--- src/rtl/pipe_hazard_ctrl.sv ---
// Pipeline stall/flush sequencer: load-use bubbles, redirect flushes, data-memory freeze, sticky halt.
// Outputs are combinational from state and inputs; stall/mem_stall hold upstream stages, flush_* squash them.
module pipe_hazard_ctrl #(
    parameter int unsigned FLUSH_CYCLES = 2
) (
    input  logic        clk,
    input  logic        rst_n,
    input  logic        clk_en,
    input  logic        dec_valid,
    input  logic [4:0]  dec_s_1,
    input  logic [4:0]  dec_s_2,
    input  logic        ex_valid,
    input  logic        ex_is_load,
    input  logic [4:0]  ex_tgt_1,
    input  logic [4:0]  ex_tgt_2,
    input  logic        mem_req,
    input  logic        mem_ready,
    input  logic        br_taken,
    input  logic        wb_redirect,
    input  logic        wb_halt,
    output logic        stall,
    output logic        ex_bubble,
    output logic        flush_front,
    output logic        flush_back,
    output logic        mem_stall,
    output logic        halt,
    output logic [1:0]  state_out,
    output logic [31:0] stall_count
);

    typedef enum logic [1:0] {
        RUN      = 2'd0,
        MEM_WAIT = 2'd1,
        FLUSH    = 2'd2,
        HALTED   = 2'd3
    } state_t;

    localparam logic [3:0] CNT_INIT   = 4'(FLUSH_CYCLES - 1);
    localparam logic [3:0] CNT_RELOAD = (FLUSH_CYCLES > 1) ? 4'(FLUSH_CYCLES - 2) : 4'd0;
    // A single-cycle flush is fully covered by the redirect cycle itself.
    localparam state_t     REDIR_ST   = (FLUSH_CYCLES > 1) ? FLUSH : RUN;

    state_t      state_q, state_d;
    logic [3:0]  cnt_q, cnt_d;
    logic [31:0] stall_cnt_q;

    logic hit_1, hit_2, lu, mem_wait;
    logic stall_c, bubble_c, ff_c, fb_c, ms_c, halt_c;

    assign hit_1    = (ex_tgt_1 != 5'd0) && ((ex_tgt_1 == dec_s_1) || (ex_tgt_1 == dec_s_2));
    assign hit_2    = (ex_tgt_2 != 5'd0) && ((ex_tgt_2 == dec_s_1) || (ex_tgt_2 == dec_s_2));
    assign lu       = dec_valid && ex_valid && ex_is_load && (hit_1 || hit_2);
    assign mem_wait = mem_req && !mem_ready;

    always_comb begin
        state_d  = state_q;
        cnt_d    = cnt_q;
        stall_c  = 1'b0;
        bubble_c = 1'b0;
        ff_c     = 1'b0;
        fb_c     = 1'b0;
        ms_c     = 1'b0;
        halt_c   = 1'b0;
        case (state_q)
            RUN: begin
                if (wb_halt) begin
                    ff_c    = 1'b1;
                    fb_c    = 1'b1;
                    state_d = HALTED;
                end else if (wb_redirect) begin
                    ff_c    = 1'b1;
                    fb_c    = 1'b1;
                    state_d = REDIR_ST;
                    cnt_d   = CNT_RELOAD;
                end else if (mem_wait) begin
                    stall_c = 1'b1;
                    ms_c    = 1'b1;
                    state_d = MEM_WAIT;
                end else if (br_taken) begin
                    ff_c    = 1'b1;
                    state_d = REDIR_ST;
                    cnt_d   = CNT_RELOAD;
                end else if (lu) begin
                    stall_c  = 1'b1;
                    bubble_c = 1'b1;
                end
            end
            MEM_WAIT: begin
                // Back end is frozen, so redirects and hazards wait for the access to finish.
                stall_c = !mem_ready;
                ms_c    = !mem_ready;
                if (mem_ready) state_d = RUN;
            end
            FLUSH: begin
                ff_c = 1'b1;
                if (wb_halt) begin
                    state_d = HALTED;
                end else if (wb_redirect) begin
                    fb_c    = 1'b1;
                    state_d = REDIR_ST;
                    cnt_d   = CNT_RELOAD;
                end else if (mem_wait) begin
                    stall_c = 1'b1;
                    ms_c    = 1'b1;
                end else if (cnt_q == 4'd0) begin
                    state_d = RUN;
                end else begin
                    cnt_d = cnt_q - 4'd1;
                end
            end
            default: begin
                halt_c  = 1'b1;
                stall_c = 1'b1;
                ms_c    = 1'b1;
            end
        endcase
    end

    always_ff @(posedge clk or negedge rst_n) begin
        if (!rst_n) begin
            state_q     <= FLUSH;
            cnt_q       <= CNT_INIT;
            stall_cnt_q <= '0;
        end else if (clk_en) begin
            state_q <= state_d;
            cnt_q   <= cnt_d;
            if (stall_c && (state_q != HALTED) && (stall_cnt_q != 32'hFFFF_FFFF))
                stall_cnt_q <= stall_cnt_q + 32'd1;
        end
    end

    // Held in reset the block presents a pure front-end flush regardless of inputs.
    assign stall       = rst_n && stall_c;
    assign ex_bubble   = rst_n && bubble_c;
    assign flush_front = !rst_n || ff_c;
    assign flush_back  = rst_n && fb_c;
    assign mem_stall   = rst_n && ms_c;
    assign halt        = rst_n && halt_c;
    assign state_out   = state_q;
    assign stall_count = stall_cnt_q;

endmodule

--- config.mk ---
export PLATFORM = sky130hd
export DESIGN_NAME = pipe_hazard_ctrl
export DESIGN_NICKNAME = d
export VERILOG_FILES = /design/src/rtl/pipe_hazard_ctrl.sv
export SDC_FILE = /design/constraint.sdc
export NUM_CORES = 1
export LEC_CHECK = 0
export CELL_PAD_IN_SITES_DETAIL_PLACEMENT = 2
export CELL_PAD_IN_SITES_GLOBAL_PLACEMENT = 2
export CORE_MARGIN = 2
export CORE_UTILIZATION = 31
export CTS_CLUSTER_DIAMETER = 60
export CTS_CLUSTER_SIZE = 24
export DETAILED_ROUTE_END_ITERATION = 6
export PLACE_DENSITY_LB_ADDON = 0.08
export SLEW_MARGIN = 20
export SYNTH_ARGS = -nofsm -noshare
export SYNTH_HDL_FRONTEND = slang
export SYNTH_SLANG_ARGS = --single-unit
--- constraint.sdc ---
create_clock -name clk -period 6.1 [get_ports clk]
set_input_delay 1.22 -clock clk [delete_from_list [all_inputs] [get_ports clk]]
set_output_delay 1.22 -clock clk [all_outputs]
set_load 0.01 [all_outputs]
---- After elaboration in Yosys (flattened, before gate mapping) ----
Index checks and enable logic that the tools add are counted.
Widths: inputs -> output; s select.
cells by class
  $add $sub $neg .......................... 2
  equal/unequal tests ..................... 18
  multiplexer cells ....................... 43
  reductions and logical operators ........ 30
operators with widths
  kind                   number
  $add 32x1->32 const B  1
  $mux 4                 8
  $ne 32x32->1 const B   1
  $eq 5x5->1             4
  $mux 1                 20
  $mux 2                 9
  $logic_and 1x1->1      13
  $ne 3x3->1 const B     4
  $reduce_bool 5->1      2
  $ne 2x2->1 const B     4
  $ne 4x4->1 const B     2
  $pmux 4 s2             1
  $reduce_and 8->1       1
  $pmux 1 s2             3
  $pmux 2 s3             1
  $reduce_and 6->1       1
  $ne 5x5->1 const B     1
  $logic_not 4->1        1
  $logic_or 1x1->1       4
  $sub 4x1->4 const B    1
  $pmux 1 s3             1
  $reduce_bool 3->1      1
  $reduce_or 3->1        1
  $eq 2x1->1 const B     1
  6 further kinds        7
storage, ports and cells
  flip-flop bits (word level) ............. 38
  input bits .............................. 31
  output and inout port bits .............. 40
  logic and storage cells ................. 96

---- Depth between registers and ports, before layout ----
Gate-level depths: netlist (run 1).
  depth after elaboration ................. 14
  mapped depth ............................ 10
  mapped depth without buffers ............ 8

---- Least setup slack after synthesis (run 1) ----
OpenSTA, ideal clock, no wires.
  kind .................................... in2out
  start ................................... input port dec_s_1[3]
  end ..................................... output port stall
  arrival time ............................ 2.560 ns
  data required time ...................... 4.880 ns
  slack ................................... 2.320 ns
  cell stages on the path ................. 7
  path buffers ............................ 1
  cells stage by stage .................... xor2_1 > nor3_2 > a32oi_1 > o22a_1 > o31ai_4 > buf_4 > and2_1
on the way
  cells in the longest elaborated chain, start to end .. 12
  elaborated cells between the ends (all ways) .. 15
  those cells by class .................... eq/ne (2); mux (6); reduce/logical (7)
ends and longest elaborated chain
  item                                         RTL line  RTL
  start: declaration                           10        input logic [4:0] dec_s_1,
  $eq 5x5->1, on equally long branches         50, 51
  $logic_or 1x1->1, on equally long branches   50, 51
  $logic_and 1x1->1, on equally long branches  50, 51
  $logic_or 1x1->1 *                           52        assign lu = dec_valid && ex_valid && ex_is_load && (hit_1 || hit_2);
  $logic_and 1x1->1 *                          52
  $mux 1 *                                     83        end else if (lu) begin
  $mux 1 *                                     79        end else if (br_taken) begin
  $mux 1 *                                     75        end else if (mem_wait) begin
  $mux 1 *                                     70        end else if (wb_redirect) begin
  $mux 1 *                                     66        if (wb_halt) begin
  $pmux 1 s3 *                                 64        case (state_q)
  $logic_and 1x1->1 *                          133       assign stall = rst_n && stall_c;
  end: declaration                             21        output logic stall,
Mark *: on every way between the ends. The rest lies on a longest branch, timed or not.

---- Final worst setup path (run 1) ----
  start ................................... input port ex_tgt_1[1]
  end ..................................... output port stall
on the way
  cells in the longest elaborated chain, start to end .. 12
  elaborated cells between the ends (all ways) .. 14
  those cells by class .................... eq/ne (2); mux (6); reduce/logical (6)
ends and longest elaborated chain
  item                 RTL line  RTL
  start: declaration   14        input logic [4:0] ex_tgt_1,
  $eq 5x5->1           50        assign hit_1 = (ex_tgt_1 != 5'd0) && ((ex_tgt_1 == dec_s_1) || (ex_tgt_1 == dec_s_2));
  $logic_or 1x1->1     50
  $logic_and 1x1->1 *  50
  $logic_or 1x1->1 *   52
  $logic_and 1x1->1 *  52
  $mux 1 *             83
  $mux 1 *             79
  $mux 1 *             75
  $mux 1 *             70
  $mux 1 *             66
  $pmux 1 s3 *         64
  $logic_and 1x1->1 *  133
Marked as above.

==> results of run 1 <==
routing by layer:
layer	vias up	GRT usage	part of all wire
met2	41	0.308	0.50
met1	1063	0.227	0.46
met3	4	0.0382	0.034
met4	0	0.0386	0.0078
li1	1014	-	-
met5	-	0	0
final cells by class:
cell class                      count  area (um2)  share of cell area
Sequential cell                    38         953               0.288
Clock inverter                      2        37.5              0.0113
Inverter                            7        26.3             0.00793
Multi-Input combinational cell    194        1390               0.418
Clock buffer                        6        72.6              0.0219
Tap cell                          102         128              0.0385
Timing Repair Buffer               72         711               0.214
placed cells by master (no fill, tap or decap), drive strengths merged, types with 9 or more instances in the layout:
| cell | n |
|---|---|
| nor3 | 11 |
| xor2 | 16 |
| clkdlybuf4s50 | 69 |
| nand4 | 18 |
| dfrtp | 36 |
| and3 | 15 |
| xnor2 | 35 |
| nand2 | 21 |
| and2 | 9 |
| nand3 | 9 |
sequential cells by signal, summed over array words and instances, names as in the netlist:
signal / cells
stall_count: 32
state_out: 2
cnt_q: 4
cells by family after synthesis:
group / after synthesis / synth area share
simple gates: 107 / 0.252
xor+xnor: 51 / 0.184
flops: 38 / 0.392
compound gates: 27 / 0.0885
buf+inv: 14 / 0.0376
fa+ha+maj: 8 / 0.0412
mux: 1 / 0.00463
stage by stage:
stage	total power [mW]	hold slack (ps)	cell area, um2	cells	utilization
4_1_cts	0.926	498	3310	421	0.433
6_report	0.911	493	3310	421	0.433
5_1_grt	0.980	524	3310	421	0.433
3_3_place_gp	0.690	476	3200	413	0.419
2_1_floorplan	0.555	464	2430	246	-
3_5_place_dp	0.701	487	3200	413	0.419
where the power goes:
part	leakage, nW	internal, mW	switching, mW
Clock	0.0514	0.122	0.0970
Sequential	0.514	0.288	0.0385
Combinational	0.757	0.168	0.196
Total	1.32	0.579	0.332
worst paths after layout:
| check | startpoint | to | slack, ps | cells past startpoint |
|---|---|---|---|---|
| worst max-delay path | ex_tgt_1[1] | stall | 1440 | 8 |
| min in group asynchronous | rst_n | cnt_q[1] | 860 | 1 |
| max in group asynchronous | rst_n | stall_count[13] | 4520 | 2 |
| worst max register to register | stall_count[0] | stall_count[25] | 3260 | 8 |
| worst min register to register | stall_count[26] | stall_count[26] | 490 | 1 |
| worst min-delay path | stall_count[26] | stall_count[26] | 490 | 1 |
==> impl_metrics.json, run 1 <==
{
  "final_nets": 357,
  "drv_slew": 0,
  "antenna_cells": 0,
  "cts_made_buffers": 5,
  "fillers": 836,
  "synth_common_cells": "dfrtp_1 (36), xnor2_1 (35), nand2_1 (20)",
  "grt_pass1_wl_mm": 12.1,
  "layout_setup_ws_ps": 1440,
  "cp-end-kind": "output pin",
  "fin_skew_ps": 11.9,
  "synthFlopType": "dfrtp_1",
  "antenna_found_initial": 0,
  "syn-cell-area_um2": 2430,
  "cp_common_cell": "clkdlybuf4s50_1",
  "syn_inst": 246,
  "drtIter0Drc": 57,
  "grt_usage": 0.178,
  "async_flop_share": 1.00,
  "die_w_um": 92.6,
  "critPathArrivalTime_ps": 3440,
  "fin_crit_ps": 4660,
  "slowest_delay_ps": 540,
  "syn_avg_cell_area_um2": 9.88,
  "cp_top_family": "buffers and inverters",
  "layout-drive-gt1-share": 0.0690,
  "grt_pass1_vias": 2356,
  "rsz0062_at_grt": "no",
  "portBuffers": 70,
  "required_ps": 4880,
  "dp_hpwl_mm": 5.35,
  "rows": 32,
  "status": "finished clean",
  "cts_tree": "yes",
  "via_count": 2122,
  "core-area_um2": 7650,
  "max_cap_violations": 0,
  "cp-start-kind": "input pin",
  "htree_num_levels": 2,
  "clk_pin_slew_ps": 80,
  "irDropWorstVdd_mv": 0.208,
  "clockBufferDepth": 2,
  "clk_latency_ps": 290,
  "post-route-period-util": 0.765,
  "area_delta_synth_final_pct": 36.3,
  "synth_warnings": 0,
  "relSlewSlack": 0.559,
  "tns_ps": 0,
  "ys_types": 45,
  "crit_chain": "clkdlybuf4s50_1 -> xor2_1 -> nor3_1 -> a32oi_1 -> o22a_1 -> o31ai_4 -> and2_1 -> clkdlybuf4s50_1",
  "synthTopCellsByArea": "dfrtp_1 (37%), xnor2_1 (13%), xor2_1 (5.8%), nand4_1 (4.6%), ha_1 (4.1%)",
  "ant_nets": 0,
  "place_ws_ps": 1390,
  "vias_per_cell": 5.04,
  "hold_path_class": "flop to flop",
  "die_y_um": 92.6,
  "drc": 0,
  "synth_top_area_share": 0.371,
  "worst-path-buf-inv": 2,
  "postCtsHoldBufs": 0,
  "crit_type": "input pin to output pin",
  "hold_viol": 0,
  "power.density_nw_per_um2": 275,
  "yosysMostFrequentCell": "dfrtp_1",
  "cts-root-buf": "clkbuf_8",
  "cts_resized": 0,
  "clock-sinks": 38,
  "finalSetupViolations": 0,
  "die_area_um2": 8570,
  "synth-seq-cells": 38,
  "finalWirelength_mm": 7.18,
  "grt_max_degree": 32,
  "grt-ovfl-total": 0,
  "drt-pass1-iter-count": 4,
  "max_freq_mhz": 214,
  "p_leak_nw": 1.32,
  "synth_top_cell_by_area": "dfrtp_1",
  "synth_edf_count": 0,
  "worst_pin_slew_ps": 661,
  "ys_seq_area_frac": 0.392,
  "wl_per_cell_um": 17.0,
  "start_util": 0.318,
  "crit_slowest_cell": "clkdlybuf4s50_1",
  "cp_max_fo": 3,
  "io_pins": 71,
  "post_cts_buffers": 0,
  "synth_fp_nets": 285,
  "gp_congestion": 0.813
}
Power figures use the tool's default switching activity.
==> run 2: changes to the inputs <==
--- a/config.mk
+++ b/config.mk
@@ -8,7 +8,7 @@
 export CELL_PAD_IN_SITES_DETAIL_PLACEMENT = 2
 export CELL_PAD_IN_SITES_GLOBAL_PLACEMENT = 2
 export CORE_MARGIN = 2
-export CORE_UTILIZATION = 31
+export CORE_UTILIZATION = 26
 export CTS_CLUSTER_DIAMETER = 60
 export CTS_CLUSTER_SIZE = 24
 export DETAILED_ROUTE_END_ITERATION = 6
==> constraint.sdc (replaced) <==
create_clock -name clk -period 3.8 [get_ports clk]
set_input_delay 0.76 -clock clk [delete_from_list [all_inputs] [get_ports clk]]
set_output_delay 0.76 -clock clk [all_outputs]
set_load 0.01 [all_outputs]
==> impl_metrics.json, run 2 (synthesis results as in run 1) <==
{
  "cts_resized": 0,
  "htree_num_levels": 2,
  "grt_pass1_wl_mm": 12.0,
  "clk_pin_slew_ps": 80,
  "crit_type": "input pin to output pin",
  "dp_hpwl_mm": 5.45,
  "grt_usage": 0.150,
  "antenna_found_initial": 0,
  "max_freq_mhz": 285,
  "final_nets": 360,
  "die_y_um": 101,
  "layout_commonest_cell": "clkdlybuf4s50_1",
  "antenna_cells": 0,
  "most-common-layout-cells": "clkdlybuf4s50_1 (68), dfrtp_1 (36), xnor2_1 (35)",
  "wl_per_cell_um": 16.6,
  "die_w_um": 101,
  "ant_nets": 0,
  "p_leak_nw": 1.35,
  "fin_skew_ps": 9.04,
  "cp-end-kind": "output pin",
  "rsz0062_at_grt": "no",
  "largest_reg_flops": 32,
  "drv_slew": 0,
  "irDropWorstVdd_mv": 0.216,
  "relSlewSlack": 0.669,
  "core-area_um2": 9150,
  "cp_max_fo": 3,
  "crit_end": "ex_bubble",
  "drt-pass1-iter-count": 4,
  "cts_tree": "yes",
  "max_cap_violations": 0,
  "grt-ovfl-total": 0,
  "post-route-period-util": 0.923,
  "reg2reg_to": "stall_count[31]",
  "fin_area_um2": 3330,
  "cp-start-kind": "input pin",
  "cts_made_buffers": 5,
  "fin_crit_ps": 3510,
  "cts-root-buf": "clkbuf_8",
  "worst_pin_slew_ps": 495,
  "finalWirelength_mm": 7.18,
  "clock-sinks": 38,
  "finalSetupViolations": 0,
  "post_cts_buffers": 0,
  "start_util": 0.266,
  "drc": 0,
  "via_count": 2124,
  "gp_congestion": 0.738,
  "die_area_um2": 10100,
  "clk_latency_ps": 300,
  "clockBufferDepth": 2,
  "hold_path_class": "input pin to asynchronous set/reset pin",
  "power.density_nw_per_um2": 423,
  "worstReg2RegStart": "stall_count[0]",
  "area_delta_synth_final_pct": 37.0,
  "portBuffers": 70,
  "io_pins": 71,
  "required_ps": 3040,
  "final_util": 0.364,
  "vias_per_cell": 4.91,
  "drtIter0Drc": 51,
  "layout-drive-gt1-share": 0.0745,
  "reg2reg_setup_slack_ps": 1250,
  "placed_cell_area_um2": 3240,
  "grt_max_degree": 32,
  "cp-startpoint": "ex_tgt_1[2]",
  "tns_ps": 0,
  "hold_viol": 0,
  "status": "finished clean",
  "critPathArrivalTime_ps": 2750,
  "grt_pass1_vias": 2285,
  "reg2reg_depth": 8,
  "fillers": 1001,
  "postCtsHoldBufs": 0,
  "rows": 35
}
[run 2: cell count changes in the layout (fill, tap and decap cells not counted), sizes merged]
cell           previous run  this run
clkdlybuf4s50            69        68
clkinvlp                  1         0
buf                       3         6
bufinv                    1         0
dlymetal6s2s              0         1
clkbuf                    6         8
[run 2: worst min-delay path by stage]
stage,from,end,slack [ps],depth (start not counted)
after CTS,rst_n,stall_count[0],400,1
after floorplan,rst_n,cnt_q[1],460,0
after detailed placement,stall_count[10],stall_count[10],490,1
after global routing,rst_n,stall_count[7],390,1
final,rst_n,stall_count[0],400,1
after global placement,stall_count[23],stall_count[23],480,1
[run 2: report_power, final]
part	total [mW]	internal (mW)	switching (mW)	leakage, nW
Combinational	0.586	0.273	0.313	0.789
Clock	0.296	0.148	0.148	0.0455
Sequential	0.527	0.463	0.0634	0.514
Total	1.41	0.884	0.525	1.35
[run 2: critical path, stage by stage]
cell,delay (ps)
clkdlybuf4s50_1,470
xor2_1,190
nor3_1,190
a32oi_1,120
o22a_1,230
nor3_1,200
clkdlybuf4s50_1,590
[run 2: per-layer routing]
layer,share of wire,vias up,GRT usage,wire (um)
met2,0.47,43,0.241,3370
met4,0.0075,0,0.0316,54
met5,0,-,0,0
met1,0.49,1054,0.209,3530
li1,-,1023,-,-
met3,0.032,4,0.0298,228
[run 2: through the flow]
step	power, mW	hold WS (ps)	setup WS [ps]	cells
6_report	1.41	397	291	433
5_1_grt	1.52	390	195	433
4_1_cts	1.44	396	65.8	433
3_5_place_dp	1.13	491	93.5	425
3_3_place_gp	1.12	476	91.6	425
2_1_floorplan	0.890	464	940	246
[run 2: layout make-up]
cell class | instances | area [um2] | share of cell area
timing repair buffer | 75 | 736 | 0.221
inverter | 7 | 26.3 | 0.00789
sequential | 38 | 953 | 0.286
tap | 111 | 139 | 0.0417
multi-input combinational | 194 | 1390 | 0.416
clock buffer | 8 | 90.1 | 0.0270
==> run 3: changes to the inputs <==
--- a/config.mk
+++ b/config.mk
@@ -10,7 +10,7 @@
 export CORE_MARGIN = 2
 export CORE_UTILIZATION = 26
 export CTS_CLUSTER_DIAMETER = 60
-export CTS_CLUSTER_SIZE = 24
+export CTS_CLUSTER_SIZE = 25
 export DETAILED_ROUTE_END_ITERATION = 6
 export PLACE_DENSITY_LB_ADDON = 0.08
 export SLEW_MARGIN = 20
==> results of run 3 <==
The final DEF is identical to that of run 2; final timing and power are the same.
